<file path="src/rtl/lcd_bus_reader.sv">
// lcd_bus_reader: HD44780-style read cycles (RW=1) on the shared LCD bus.
// Performs a single IR/DR read or a busy-flag poll. The bus is never driven.
module lcd_bus_reader #(
    parameter logic [31:0] SETUP_WAIT    = 32'd2,
    parameter logic [31:0] ENABLE_WAIT   = 32'd12,
    parameter logic [31:0] RECOVERY_WAIT = 32'd14,
    parameter logic [31:0] POLL_LIMIT    = 32'd100000
) (
    input  logic       CLOCK_50MHZ,
    input  logic       BUTTON_SOUTH,
    input  logic       READ_REQ,
    input  logic       READ_SEL,
    input  logic       POLL_MODE,
    output logic       READY,
    output logic       READ_DONE,
    output logic [7:0] READ_DATA,
    output logic       BUSY_TIMEOUT,
    input  logic [7:0] LCD_DATA_IN,
    output logic       LCD_DATA_OE,
    output logic       LCD_ENABLE,
    output logic       LCD_REGISTER_SELECT,
    output logic       LCD_READ_WRITE
);

    typedef enum logic [2:0] {IDLE, SETUP, E_HIGH, RECOVER, DONE} state_t;

    state_t      state, state_nx;
    logic [31:0] cnt, cnt_nx;
    logic [31:0] poll_cnt, poll_cnt_nx;
    logic        mode_q, mode_nx;
    logic        sel_q, sel_nx;
    logic        tmo_nx;
    logic        sample;
    logic        rw_nx;

    assign LCD_DATA_OE = 1'b0;
    // Pins are always decoded from the next state so every output is a flop.
    assign rw_nx = (state_nx == SETUP) || (state_nx == E_HIGH) || (state_nx == RECOVER);

    // Next-state, cycle counter, poll count and capture logic.
    always_comb begin
        state_nx    = state;
        cnt_nx      = cnt + 32'd1;
        poll_cnt_nx = poll_cnt;
        mode_nx     = mode_q;
        sel_nx      = sel_q;
        tmo_nx      = BUSY_TIMEOUT;
        sample      = 1'b0;
        case (state)
            IDLE: begin
                cnt_nx = 32'd0;
                if (READ_REQ) begin
                    state_nx    = SETUP;
                    mode_nx     = POLL_MODE;
                    sel_nx      = READ_SEL;
                    tmo_nx      = 1'b0;
                    poll_cnt_nx = 32'd0;
                end
            end
            SETUP: begin
                if (cnt + 32'd1 >= SETUP_WAIT) begin
                    state_nx = E_HIGH;
                    cnt_nx   = 32'd0;
                end
            end
            E_HIGH: begin
                if (cnt + 32'd1 >= ENABLE_WAIT) begin
                    state_nx = RECOVER;
                    cnt_nx   = 32'd0;
                    sample   = 1'b1;
                end
            end
            RECOVER: begin
                if (cnt + 32'd1 >= RECOVERY_WAIT) begin
                    cnt_nx = 32'd0;
                    if (!mode_q || !READ_DATA[7]) begin
                        state_nx = DONE;
                    end else if ((POLL_LIMIT != 32'd0) &&
                                 ({1'b0, poll_cnt} + 33'd1 == {1'b0, POLL_LIMIT})) begin
                        state_nx = DONE;
                        tmo_nx   = 1'b1;
                    end else begin
                        state_nx = SETUP;
                        // Only reachable at the maximum with POLL_LIMIT=0: saturate.
                        if (poll_cnt != 32'hFFFF_FFFF) poll_cnt_nx = poll_cnt + 32'd1;
                    end
                end
            end
            DONE: begin
                state_nx = IDLE;
                cnt_nx   = 32'd0;
            end
            default: begin
                state_nx = IDLE;
                cnt_nx   = 32'd0;
            end
        endcase
    end

    // State, counters, captured request and registered pin outputs.
    always_ff @(posedge CLOCK_50MHZ or posedge BUTTON_SOUTH) begin
        if (BUTTON_SOUTH) begin
            state               <= IDLE;
            cnt                 <= 32'd0;
            poll_cnt            <= 32'd0;
            mode_q              <= 1'b0;
            sel_q               <= 1'b0;
            BUSY_TIMEOUT        <= 1'b0;
            READ_DATA           <= 8'h00;
            READY               <= 1'b1;
            READ_DONE           <= 1'b0;
            LCD_ENABLE          <= 1'b0;
            LCD_READ_WRITE      <= 1'b0;
            LCD_REGISTER_SELECT <= 1'b0;
        end else begin
            state               <= state_nx;
            cnt                 <= cnt_nx;
            poll_cnt            <= poll_cnt_nx;
            mode_q              <= mode_nx;
            sel_q               <= sel_nx;
            BUSY_TIMEOUT        <= tmo_nx;
            if (sample) READ_DATA <= LCD_DATA_IN;
            READY               <= (state_nx == IDLE);
            READ_DONE           <= (state_nx == DONE);
            LCD_ENABLE          <= (state_nx == E_HIGH);
            LCD_READ_WRITE      <= rw_nx;
            LCD_REGISTER_SELECT <= rw_nx && !mode_nx && sel_nx;
        end
    end

endmodule

</file>
<file path="config.mk">
export PLATFORM = sky130hd
export DESIGN_NAME = lcd_bus_reader
export DESIGN_NICKNAME = d
export VERILOG_FILES = /design/src/rtl/lcd_bus_reader.sv
export SDC_FILE = /design/constraint.sdc
export NUM_CORES = 1
export LEC_CHECK = 0
export ABC_AREA = 1
export CORE_MARGIN = 5
export CORE_UTILIZATION = 45
export DETAILED_ROUTE_END_ITERATION = 10
export GPL_TIMING_DRIVEN = 0
export PLACE_DENSITY = 0.73
export SLEW_MARGIN = 20
export SYNTH_ARGS = -nofsm -noshare
export SYNTH_HDL_FRONTEND = slang
export SYNTH_SLANG_ARGS = --single-unit
</file>
<file path="constraint.sdc">
create_clock -name CLOCK_50MHZ -period 4.9 [get_ports CLOCK_50MHZ]
set_input_delay 0.98 -clock CLOCK_50MHZ [delete_from_list [all_inputs] [get_ports CLOCK_50MHZ]]
set_output_delay 0.98 -clock CLOCK_50MHZ [all_outputs]
set_load 0.03 [all_outputs]
</file>
==> metrics.txt, run 1 <==
Tot Pwr 0.00224 W; post-synth top area cell dfrtp_1; Setup crit end kind flip-flop; routed vias between 5,000 and 6,000; post-CTS setup buffer count 0; Post-synth top cells 352 x nand2_1, 153 x nor2_1, 83 x inv_1, 82 x dfrtp_1, 37 x nand3_1; clock-pin slew on the worst setup and hold paths about 0.06 ns; grt ovf 0; drt total wl 13.0 mm; die footprint 14,800 um2; VDD IR max 0.171 mV; DPL Wire Length slightly above 10 mm; Period minus WS final 2.97 ns; Worst-Margin Slew a little under 0.6 ns; Final Hold Vio Count 0; Final setup viols 0; number of remaining DRC errors 0; CP max stage cell dfrtp_1; RSZ-0062 raised after global routing false; Power Dens Cells 342 nW/um2; per-cell routed wire length ~12 um; max_slew headroom 60.3%; initial DRC count 357; GPL Wtd Cong 0.943; Peak Freq roughly 0.34 GHz; Max Fanout on Critical Path 10; crit path launch type flip-flop; crit-path cells ha_1, nand3_1, nor2_1, inv_1, o21ai_1, nand2_1, nor2_1, nand2_1, nor2_1, nand2_1, nor2_1, nand3_1, nand2_2, buf_2, o21ai_0, nand2_1; critical path depth in cells 16; crit share post-route 60.7%; Hold Path Depth 2; Max clock buf depth 2; mean post-synth cell area between 6 and 7 um2; Cell variety after synth 38; cts hold-fix bufs 0; count leader, synth nand2_1; Layout Area Growth over Synthesis 16.4%; Die W 122 um; Clock Latency Late Sink 0.34 ns; CTS Root Cell clkbuf_16; Layout Utilization a little over half; critical path data arrival time roughly 3.3 ns; Pre-antenna DRT Iters 8; worst path bufs/invs 2; CTS tree built; first-pass GRT wire length ~23 mm; IO Pins 28; Netlist Area Pre-Place between 5000 and 6000 um2; total CTS buffers 9; largest cells by area after synthesis dfrtp_1 37%, nand2_1 24%, nor2_1 10%; htree depth 3; fin nets 954; I/O Buffers 26; CTS Sinks 83; final setup TNS 0 ns; row count 40; status finished clean; area of the multi-input gates approximately 3200 um2; largest net degree at the start of global routing 49; Clock Skews 0.00671 ns; Core Footprint between 10,000 and 15,000 um2; worst min path class flip-flop to flip-flop; sequential standard cell area just over 2000 um2; number of synthesized register bits 83; Crit Path Class flip-flop to flip-flop; diode count 0; post-synth top area share 36.5%; Post-synth ARST share 100%; Hold WS ~0.48 ns; Max stage delay on crit path 0.40 ns; Initial Util between 40% and 50%; Net Sw Frac a little over a third; post_cts resized 0; leakage around 3.2 nW; internal power 0.00146 W; Seq/Total Area, Yosys ~37%; switching power 0.000778 W; Seq pwr share 37.0%; vias in the first global route 4,860; proportion of power drawn by the clock network around 33%; Post-synth EDFFs 0; critical path required time approximately 5.2 ns; Fillers roughly 1,200; Yosys warnings 0; share of cells above drive strength 1 7.10%; family with the most delay on the worst path simple AND/OR/NAND/NOR gates; post-route antenna net violation count 0; main flop type after synthesis dfrtp_1; Reg2Reg Depth 16; Combinational Power Share 29.8%; Via density ~4.7; flop2flop setup slack 1.93 ns; Max-Cap Viols 0; initial antenna violation count 0; Tot GR Track Use 19.0%; Max Slew Vio Count 0; Synth Instances 872; Die Ht between 100 and 150 um
## per-stage QoR
stage	cells	cell area, um2	setup slack, ns
CTS	1111	6540	1.91
floorplan	900	5730	1.78
detailed placement	1095	6220	1.95
finish	1111	6540	1.93
global placement	1094	6200	0.457
global route	1111	6540	1.53
## worst paths after layout
| check | from | end |
|---|---|---|
| max | poll_cnt[0] | poll_cnt[24] |
| min | READ_DATA[5] | READ_DATA[5] |
| max reg2reg | poll_cnt[0] | poll_cnt[24] |
| min reg2reg | READ_DATA[5] | READ_DATA[5] |
| max in group asynchronous | BUTTON_SOUTH | cnt[4] |
| min in group asynchronous | BUTTON_SOUTH | poll_cnt[11] |
## routing by layer
metal | wire, um | vias to the layer above | GRT usage [%] | share of wire [%]
met3 | 396 | 18 | 3.25 | 3.0
met2 | 6370 | 96 | 32.5 | 49
li1 | - | 2799 | - | -
met5 | 0 | - | 0 | 0
met4 | 243 | 0 | 6.02 | 1.9
met1 | 6000 | 2335 | 24.7 | 46
## power groups by stage
stage | logic [W] | registers (W) | clock network, W
floorplan | 0.000351 | 0.000935 | 0
finish | 0.000667 | 0.000827 | 0.000742
detailed placement | 0.000673 | 0.000838 | 0
CTS | 0.000675 | 0.000827 | 0.000763
global route | 0.000739 | 0.000837 | 0.000797
global placement | 0.000662 | 0.000837 | 0
## state kept, by name, indices dropped and copies added (netlist names), 3 cells and up
signal,cells
poll_cnt,32
cnt,32
READ_DATA,8
state,3
## cells in the final DEF, fill, tap and decap left out, types with 3 or more instances in the layout
master	instances
clkdlybuf4s50_1	26
clkbuf_1	3
nand2_2	9
clkbuf_16	9
a21oi_1	8
inv_2	3
buf_6	6
nor3_1	10
xor2_1	5
o21ai_1	33
inv_1	82
dfrtp_1	82
nor2_2	4
nor2_1	153
nand3_1	37
ha_1	3
nand3b_1	27
nand2_1	352
conb_1	29
o21ai_0	11
nor2_4	12
nand4_1	8
## layout make-up
class,count,share of cell area [%]
Buffer,14,1.72
Timing Repair Buffer,27,4.28
Tap cell,168,3.21
Clock inverter,7,1.51
Multi-Input combinational cell,716,49.0
Clock buffer,9,3.44
Sequential cell,83,31.8
Inverter,87,5.07
## worst reg2reg max path, stage by stage (launching register included)
cell and delay [ns]:
dfrtp_1 0.40, ha_1 0.28, nand3_1 0.17, nor2_1 0.40, inv_1 0.11, o21ai_1 0.17
nand2_1 0.07, nor2_1 0.19, nand2_1 0.10, nor2_1 0.14, nand2_1 0.07, nor2_1 0.12
nand3_1 0.10, nand2_2 0.18, buf_2 0.26, o21ai_0 0.10, nand2_1 0.07
## cell families (layout without fill, tap and decap cells)
family,count (synthesis),in the layout,synth area share [%]
compound gates,56,56,5.32
xor+xnor,7,7,1.09
fa+ha+maj,3,3,0.668
buf+inv,101,144,7.86
flops,83,83,37.0
mux,1,1,0.200
other cells,1,29,0.0667
simple gates,620,620,47.8
Note: power is estimated with default switching activity, not from simulation.
==> inputs of run 2 (changes only) <==
- PLACE_DENSITY: 0.73 -> 0.75
- clock period: 4.9 -> 2.66 ns (I/O delays scaled with it)
==> run 2 against run 1 <==
  * Core utilization grew 2.9 points
  * Wire length grew 4.0%
  * Clock skew grew 0.0029 ns
  * Largest cell class unchanged
  * Sequential cell count is the same
  * Sequential power grew 85%
==> metrics.txt, run 2 (same netlist as run 1, synthesis figures left out) <==
first-pass GRT wire length 22.7 mm (was 22.6 mm); clock-pin slew on the worst setup and hold paths 0.06 ns (about the same); status finished clean (unchanged); diode count 0 (unchanged); number of remaining DRC errors 0 (unchanged); Clock Skews 0.00960 ns (was 0.00671 ns); DRT met1 WL 6.10 mm (was 6.00 mm); crit path launch type flip-flop (unchanged); critical path data arrival time 2.79 ns (was 3.26 ns); per-cell routed wire length 12.0 um (was 11.7 um); initial antenna violation count 0 (unchanged); Max Slew Vio Count 0 (unchanged); WL met2 6.65 mm (was 6.37 mm); CTS Sinks 83 (unchanged); min setup slack post-route 0.0934 ns (was 1.93 ns); Max clock buf depth 2 (unchanged); Max stage delay on crit path 0.44 ns (was 0.40 ns); VDD IR max 0.459 mV (was 0.171 mV); Largest regs cnt x32, poll_cnt x32, READ_DATA x8 (unchanged); Layout Area Growth over Synthesis 22.7% (was 16.4%); family with the most delay on the worst path simple AND/OR/NAND/NOR gates (unchanged); metal3 WL 514 um (was 396 um); Die Ht 122 um (unchanged); Core Footprint 12,100 um2 (unchanged); max_slew headroom 57.5% (was 60.3%); share of cells above drive strength 1 12.4% (was 7.10%); Non-Filler Instances 1,128 (was 1,111); leakage 3.30 nW (was 3.17 nW); Final setup viols 0 (unchanged); Layout Utilization 57.0% (was 54.0%); GPL Wtd Cong 0.923 (was 0.943); total CTS buffers 9 (unchanged); # placed instances 1,097 (was 1,095); row count 40 (unchanged); vias in the first global route 5,035 (was 4,860); flop2flop setup slack 0.09 ns (was 1.93 ns); R2R Path End poll_cnt[24] (unchanged); Via density 4.78 (was 4.72); DR top layer met4 (unchanged); final setup TNS 0 ns (unchanged); Setup crit end kind flip-flop (unchanged); die footprint 14,800 um2 (unchanged); Max Fanout on Critical Path 10 (unchanged); Worst-Margin Slew 0.632 ns (was 0.590 ns); Initial Util 46.4% (unchanged); Tot Pwr 0.00432 W (was 0.00224 W); Setup crit start poll_cnt[9] (was poll_cnt[0]); pre-CTS setup slack -0.197 ns (was 1.95 ns); commonest non-fill, non-tap cell in the layout nand2_1 (unchanged); CP endpoint poll_cnt[24] (unchanged); htree depth 3 (unchanged); worst r2r src poll_cnt[9] (was poll_cnt[0]); Top cell by count, worst path nand2_1; post-route antenna net violation count 0 (unchanged); Period minus WS final 2.57 ns (was 2.97 ns); Clock Latency Late Sink 0.34 ns (about the same); CTS Root Cell clkbuf_16 (unchanged); routed vias 5,395 (was 5,248); worst min path class flip-flop to flip-flop (unchanged); Pre-antenna DRT Iters 5 (was 8); worst path bufs/invs 2 (unchanged); IO Pins 28 (unchanged); fin nets 971 (was 954); crit-path cells nand2_2, nor2_2, nand2_1, nor2_4, nand2_1, nand2_1, nand2_1, inv_2, nand2_1, nor2_1, nand2_1, nor2_1, nand3_1, nand2_2, nor2_4, buf_6, nand2_1, nand2_1 (was ha_1, nand3_1, nor2_1, inv_1, o21ai_1, nand2_1, nor2_1, nand2_1, nor2_1, nand2_1, nor2_1, nand3_1, nand2_2, buf_2, o21ai_0, nand2_1); Peak Freq 0.390 GHz (was 0.336 GHz); Die W 122 um (unchanged); Crit Path Class flip-flop to flip-flop (unchanged); grt ovf 0 (unchanged); crit share post-route 96.5% (was 60.7%); critical path required time 2.89 ns (was 5.19 ns); commonest non-fill, non-tap cells in the layout 344 x nand2_1, 142 x nor2_1, 82 x inv_1 (was 352 x nand2_1, 153 x nor2_1, 82 x dfrtp_1, 82 x inv_1, 37 x nand3_1); CP max stage cell dfrtp_1 (unchanged); Reg2Reg Depth 18 (was 16); initial DRC count 382 (was 357); critical path depth in cells 18 (was 16); drt total wl 13.5 mm (was 13.0 mm); DPL Wire Length 10.2 mm (was 10.1 mm); largest net degree at the start of global routing 35 (was 49); Final Hold Vio Count 0 (unchanged); Tot GR Track Use 18.9% (was 19.0%); RSZ-0062 raised after global routing true (was false); Max-Cap Viols 0 (unchanged); Power Dens Cells 626 nW/um2 (was 342 nW/um2); cts hold-fix bufs 0 (unchanged); CTS tree built (unchanged); I/O Buffers 26 (unchanged)
[run 2: report_power, final]
part           total, W  internal, W  switching [W]
Clock           0.00147     0.000934       0.000534
Combinational   0.00132     0.000470       0.000851
Sequential      0.00153      0.00143      0.0000954
Total           0.00432      0.00284        0.00148
[run 2: final cells by class]
class | instances | area [um2]
timing repair buffer | 45 | 467
inverter | 87 | 333
buffer | 13 | 114
fill | 1168 | 5210
tap | 168 | 210
multi-input combinational | 716 | 3330
clock buffer | 9 | 225
sequential | 83 | 2090
clock inverter | 7 | 128
[run 2: stage by stage]
stage	hold WS, ns	area (um2)
6_report	0.482	6900
5_1_grt	0.503	6900
4_1_cts	0.486	6700
3_5_place_dp	0.468	6270
3_3_place_gp	0.464	6200
2_1_floorplan	0.477	5730
[run 2: how the worst min path moves through the flow]
stage                             from            to  slack (ns)  depth (start not counted)
after global placement    READ_DATA[0]  READ_DATA[0]        0.46                          2
after floorplan            poll_cnt[1]   poll_cnt[1]        0.48                          2
after global routing      READ_DATA[5]  READ_DATA[5]        0.50                          2
final                     READ_DATA[3]  READ_DATA[3]        0.48                          2
after CTS                 READ_DATA[3]  READ_DATA[3]        0.49                          2
after detailed placement  READ_DATA[3]  READ_DATA[3]        0.47                          2
[run 2: repair_timing]
item                                    CTS  global route
setup buffers                             7             8
pin swaps                                 5            10
endpoints found under the setup margin   35            45
cloned                                    0             1
gates resized for setup                   5            45
[run 2: routing by layer]
metal	track usage, %	vias to the layer above
met2	32.9	98
met4	5.60	0
met5	0	-
met1	23.3	2420
met3	4.60	24
li1	-	2853
[run 2: worst min-delay path, cell delays in order, from the launching register on]
cell,delay [ns]
dfrtp_1,0.34
nand2_1,0.05
nand2_1,0.06
==> inputs of run 3 (changes only) <==
--- a/config.mk
+++ b/config.mk
@@ -7,9 +7,8 @@
 export LEC_CHECK = 0
 export ABC_AREA = 1
-export CORE_MARGIN = 5
 export CORE_UTILIZATION = 45
 export DETAILED_ROUTE_END_ITERATION = 10
 export GPL_TIMING_DRIVEN = 0
-export PLACE_DENSITY = 0.75
+export PLACE_DENSITY = 0.73
 export SLEW_MARGIN = 20
 export SYNTH_ARGS = -nofsm -noshare
==> constraint.sdc (replaced) <==
create_clock -name CLOCK_50MHZ -period 2.4 [get_ports CLOCK_50MHZ]
set_input_delay 0.48 -clock CLOCK_50MHZ [delete_from_list [all_inputs] [get_ports CLOCK_50MHZ]]
set_output_delay 0.48 -clock CLOCK_50MHZ [all_outputs]
set_load 0.01 [all_outputs]
==> run 3 against run 2 <==
  * The run now ends with negative setup slack left
  * Global-route usage is 4.0 points higher
  * Total power is 10% higher
  * Wire length is 12% higher
  * Register-to-register slack worse by 0.31 ns
  * Via count is 4.8% higher
  * Worst setup slack worse by 0.31 ns
  * Highest routed layer unchanged
==> metrics.txt, run 3 (same netlist as run 1, synthesis figures left out) <==
family with the most delay on the worst path simple AND/OR/NAND/NOR gates (unchanged); CTS Root Cell clkbuf_16 (unchanged); Core Footprint 12,100 um2 (unchanged); crit share post-route 109% (was 96.5%); # placed instances 1,096 (was 1,097); Max stage delay on crit path 0.42 ns (was 0.44 ns); post-route antenna net violation count 0 (unchanged); cts hold-fix bufs 0 (unchanged); Worst Min Path Start BUSY_TIMEOUT (was READ_DATA[3]); commonest non-fill, non-tap cells in the layout 310 x nand2_1, 120 x nor2_1, 76 x dfrtp_1, 76 x inv_1, 44 x nand2_2 (was 344 x nand2_1, 142 x nor2_1, 82 x inv_1); Pre-antenna DRT Iters 5 (unchanged); pre-CTS setup slack -0.520 ns (was -0.197 ns); Combinational Power Share 34.7% (was 30.6%); per-cell routed wire length 13.0 um (was 12.0 um); Non-Filler Instances 1,162 (was 1,128); Peak Freq 0.382 GHz (was 0.390 GHz); clock-pin slew on the worst setup and hold paths 0.07 ns (was 0.06 ns); sequential standard cell area 2090 um2 (about the same); crit path launch type flip-flop (unchanged); htree depth 3 (unchanged); CTS tree built (unchanged); Tot GR Track Use 23.0% (was 18.9%); DPL Wire Length 10.1 mm (was 10.2 mm); Crit Path Class flip-flop to flip-flop (unchanged); Top cell by count, worst path nor2_4 (was nand2_1); Largest regs cnt x32, poll_cnt x32, READ_DATA x8 (unchanged); switching power 0.00165 W (was 0.00148 W); Max Slew Vio Count 0 (unchanged); area of the multi-input gates 3600 um2 (was 3330 um2); Hold WS 0.470 ns (was 0.482 ns); fin nets 1,005 (was 971); Final setup viols 42 (was 0); Die W 114 um (was 122 um); Worst-Margin Slew 0.598 ns (was 0.632 ns); Hold Path Depth 2 (unchanged); GPL Wtd Cong 0.945 (was 0.923); leakage 3.56 nW (was 3.30 nW); worst min path class flip-flop to flip-flop (unchanged); Max Fanout on Critical Path 6 (was 10); Reg2Reg Depth 20 (was 18); Final Hold Vio Count 0 (unchanged); largest net degree at the start of global routing 35 (unchanged); routed vias 5,652 (was 5,395); Initial Util 46.4% (unchanged); status finished, violations left (was finished clean); Die Ht 114 um (was 122 um); die footprint 12,900 um2 (was 14,800 um2); Via density 4.86 (was 4.78); number of remaining DRC errors 0 (unchanged); initial DRC count 403 (was 382); Fillers 1,070 (was 1,168); internal power 0.00312 W (was 0.00284 W); Tot Pwr 0.00477 W (was 0.00432 W); critical path data arrival time 2.86 ns (was 2.79 ns); flop2flop setup slack -0.22 ns (was 0.09 ns); worst r2r src cnt[1] (was poll_cnt[9]); Net Sw Frac 34.6% (was 34.3%); grt ovf 0 (unchanged); Period minus WS final 2.62 ns (was 2.57 ns); worst path bufs/invs 5 (was 2); Power Dens Cells 640 nW/um2 (was 626 nW/um2); Clock Latency Late Sink 0.35 ns (was 0.34 ns); Setup crit end kind flip-flop (unchanged); R2R Path End LCD_REGISTER_SELECT (was poll_cnt[24]); failing checks negative setup slack; Seq pwr share 35.7% (was 35.4%); total CTS buffers 9 (unchanged); commonest non-fill, non-tap cell in the layout nand2_1 (unchanged); CP max stage cell dfrtp_1 (unchanged); critical path required time 2.65 ns (was 2.89 ns); VDD IR max 0.405 mV (was 0.459 mV); Post-Place Cell Area 6240 um2 (was 6270 um2); max_slew headroom 60.1% (was 57.5%); worst hold endpoint BUSY_TIMEOUT (was READ_DATA[3]); first-pass GRT wire length 23.3 mm (was 22.7 mm); Layout Area Growth over Synthesis 32.5% (was 22.7%); share of cells above drive strength 1 22.4% (was 12.4%); diode count 0 (unchanged); Max clock buf depth 2 (unchanged); CTS Sinks 83 (unchanged); row count 40 (unchanged); vias in the first global route 5,095 (was 5,035); post-route cell area 7440 um2 (was 6900 um2); crit-path cells ha_4, nand2_4, nor2_4, nand2_4, nor2_4, buf_4, buf_6, nand3b_1, nand2_1, nor2_1, nand2_2, nor2_4, buf_6, buf_6, nand4_1, nand2_1, nor2_4, nand3_2, nand2_1, inv_1 (was nand2_2, nor2_2, nand2_1, nor2_4, nand2_1, nand2_1, nand2_1, inv_2, nand2_1, nor2_1, nand2_1, nor2_1, nand3_1, nand2_2, nor2_4, buf_6, nand2_1, nand2_1); proportion of power drawn by the clock network 29.6% (was 34.0%); Max-Cap Viols 0 (unchanged); min setup slack post-route -0.218 ns (was 0.0934 ns); drt total wl 15.1 mm (was 13.5 mm); initial antenna violation count 0 (unchanged); RSZ-0062 raised after global routing true (unchanged); I/O Buffers 26 (unchanged); IO Pins 28 (unchanged); Clock Skews 0.0100 ns (was 0.00960 ns)
run 3: tightest hold or removal path, stage by stage (launching register included):
cell and delay (ns):
dfrtp_1 0.34, nand2_1 0.05, nand2_1 0.05
run 3: final cells by class:
class	instances	area share, %
Buffer	13	1.66
Timing Repair Buffer	79	10.6
Tap cell	168	2.82
Clock inverter	7	1.01
Multi-Input combinational cell	716	48.4
Inverter	87	4.54
Sequential cell	83	28.0
Clock buffer	9	3.03
run 3: routing by layer:
layer  global-route usage (%)  part of all wire (%)  vias up
met5                        0                     0        -
li1                         -                     -     2907
met4                     8.51                   3.2        0
met3                     4.84                   4.2       48
met1                     28.0                    43     2565
met2                     40.0                    50      132
run 3: power groups by stage:
| stage | clock (W) | combinational, W | sequential [W] |
|---|---|---|---|
| floorplan | 0 | 0.000715 | 0.00175 |
| global route | 0.00151 | 0.00180 | 0.00172 |
| global placement | 0 | 0.00119 | 0.00171 |
| detailed placement | 0 | 0.00122 | 0.00171 |
| CTS | 0.00144 | 0.00134 | 0.00169 |
| finish | 0.00141 | 0.00166 | 0.00170 |
run 3: how the worst max path moves through the flow:
stage,from,endpoint,depth (start not counted)
2_1_floorplan,cnt[1],poll_cnt[24],17
6_report,cnt[1],LCD_REGISTER_SELECT,20
3_5_place_dp,poll_cnt[0],poll_cnt[24],16
5_1_grt,poll_cnt[0],poll_cnt[12],18
4_1_cts,poll_cnt[0],poll_cnt[12],18
3_3_place_gp,poll_cnt[0],poll_cnt[24],16
run 3: metrics by stage:
step	utilization, %	setup TNS [ns]
2_1_floorplan	-	0
3_3_place_gp	51.2	-16.01
3_5_place_dp	51.5	-18.26
4_1_cts	57.2	-3.65
5_1_grt	61.5	-13.94
6_report	61.5	-6.36
run 3: repair_timing:
action	CTS	global route
setup endpoints to repair	53	53
gates cloned	1	2
buffers inserted	29	19
gates resized for setup	51	107
pin swaps	27	32
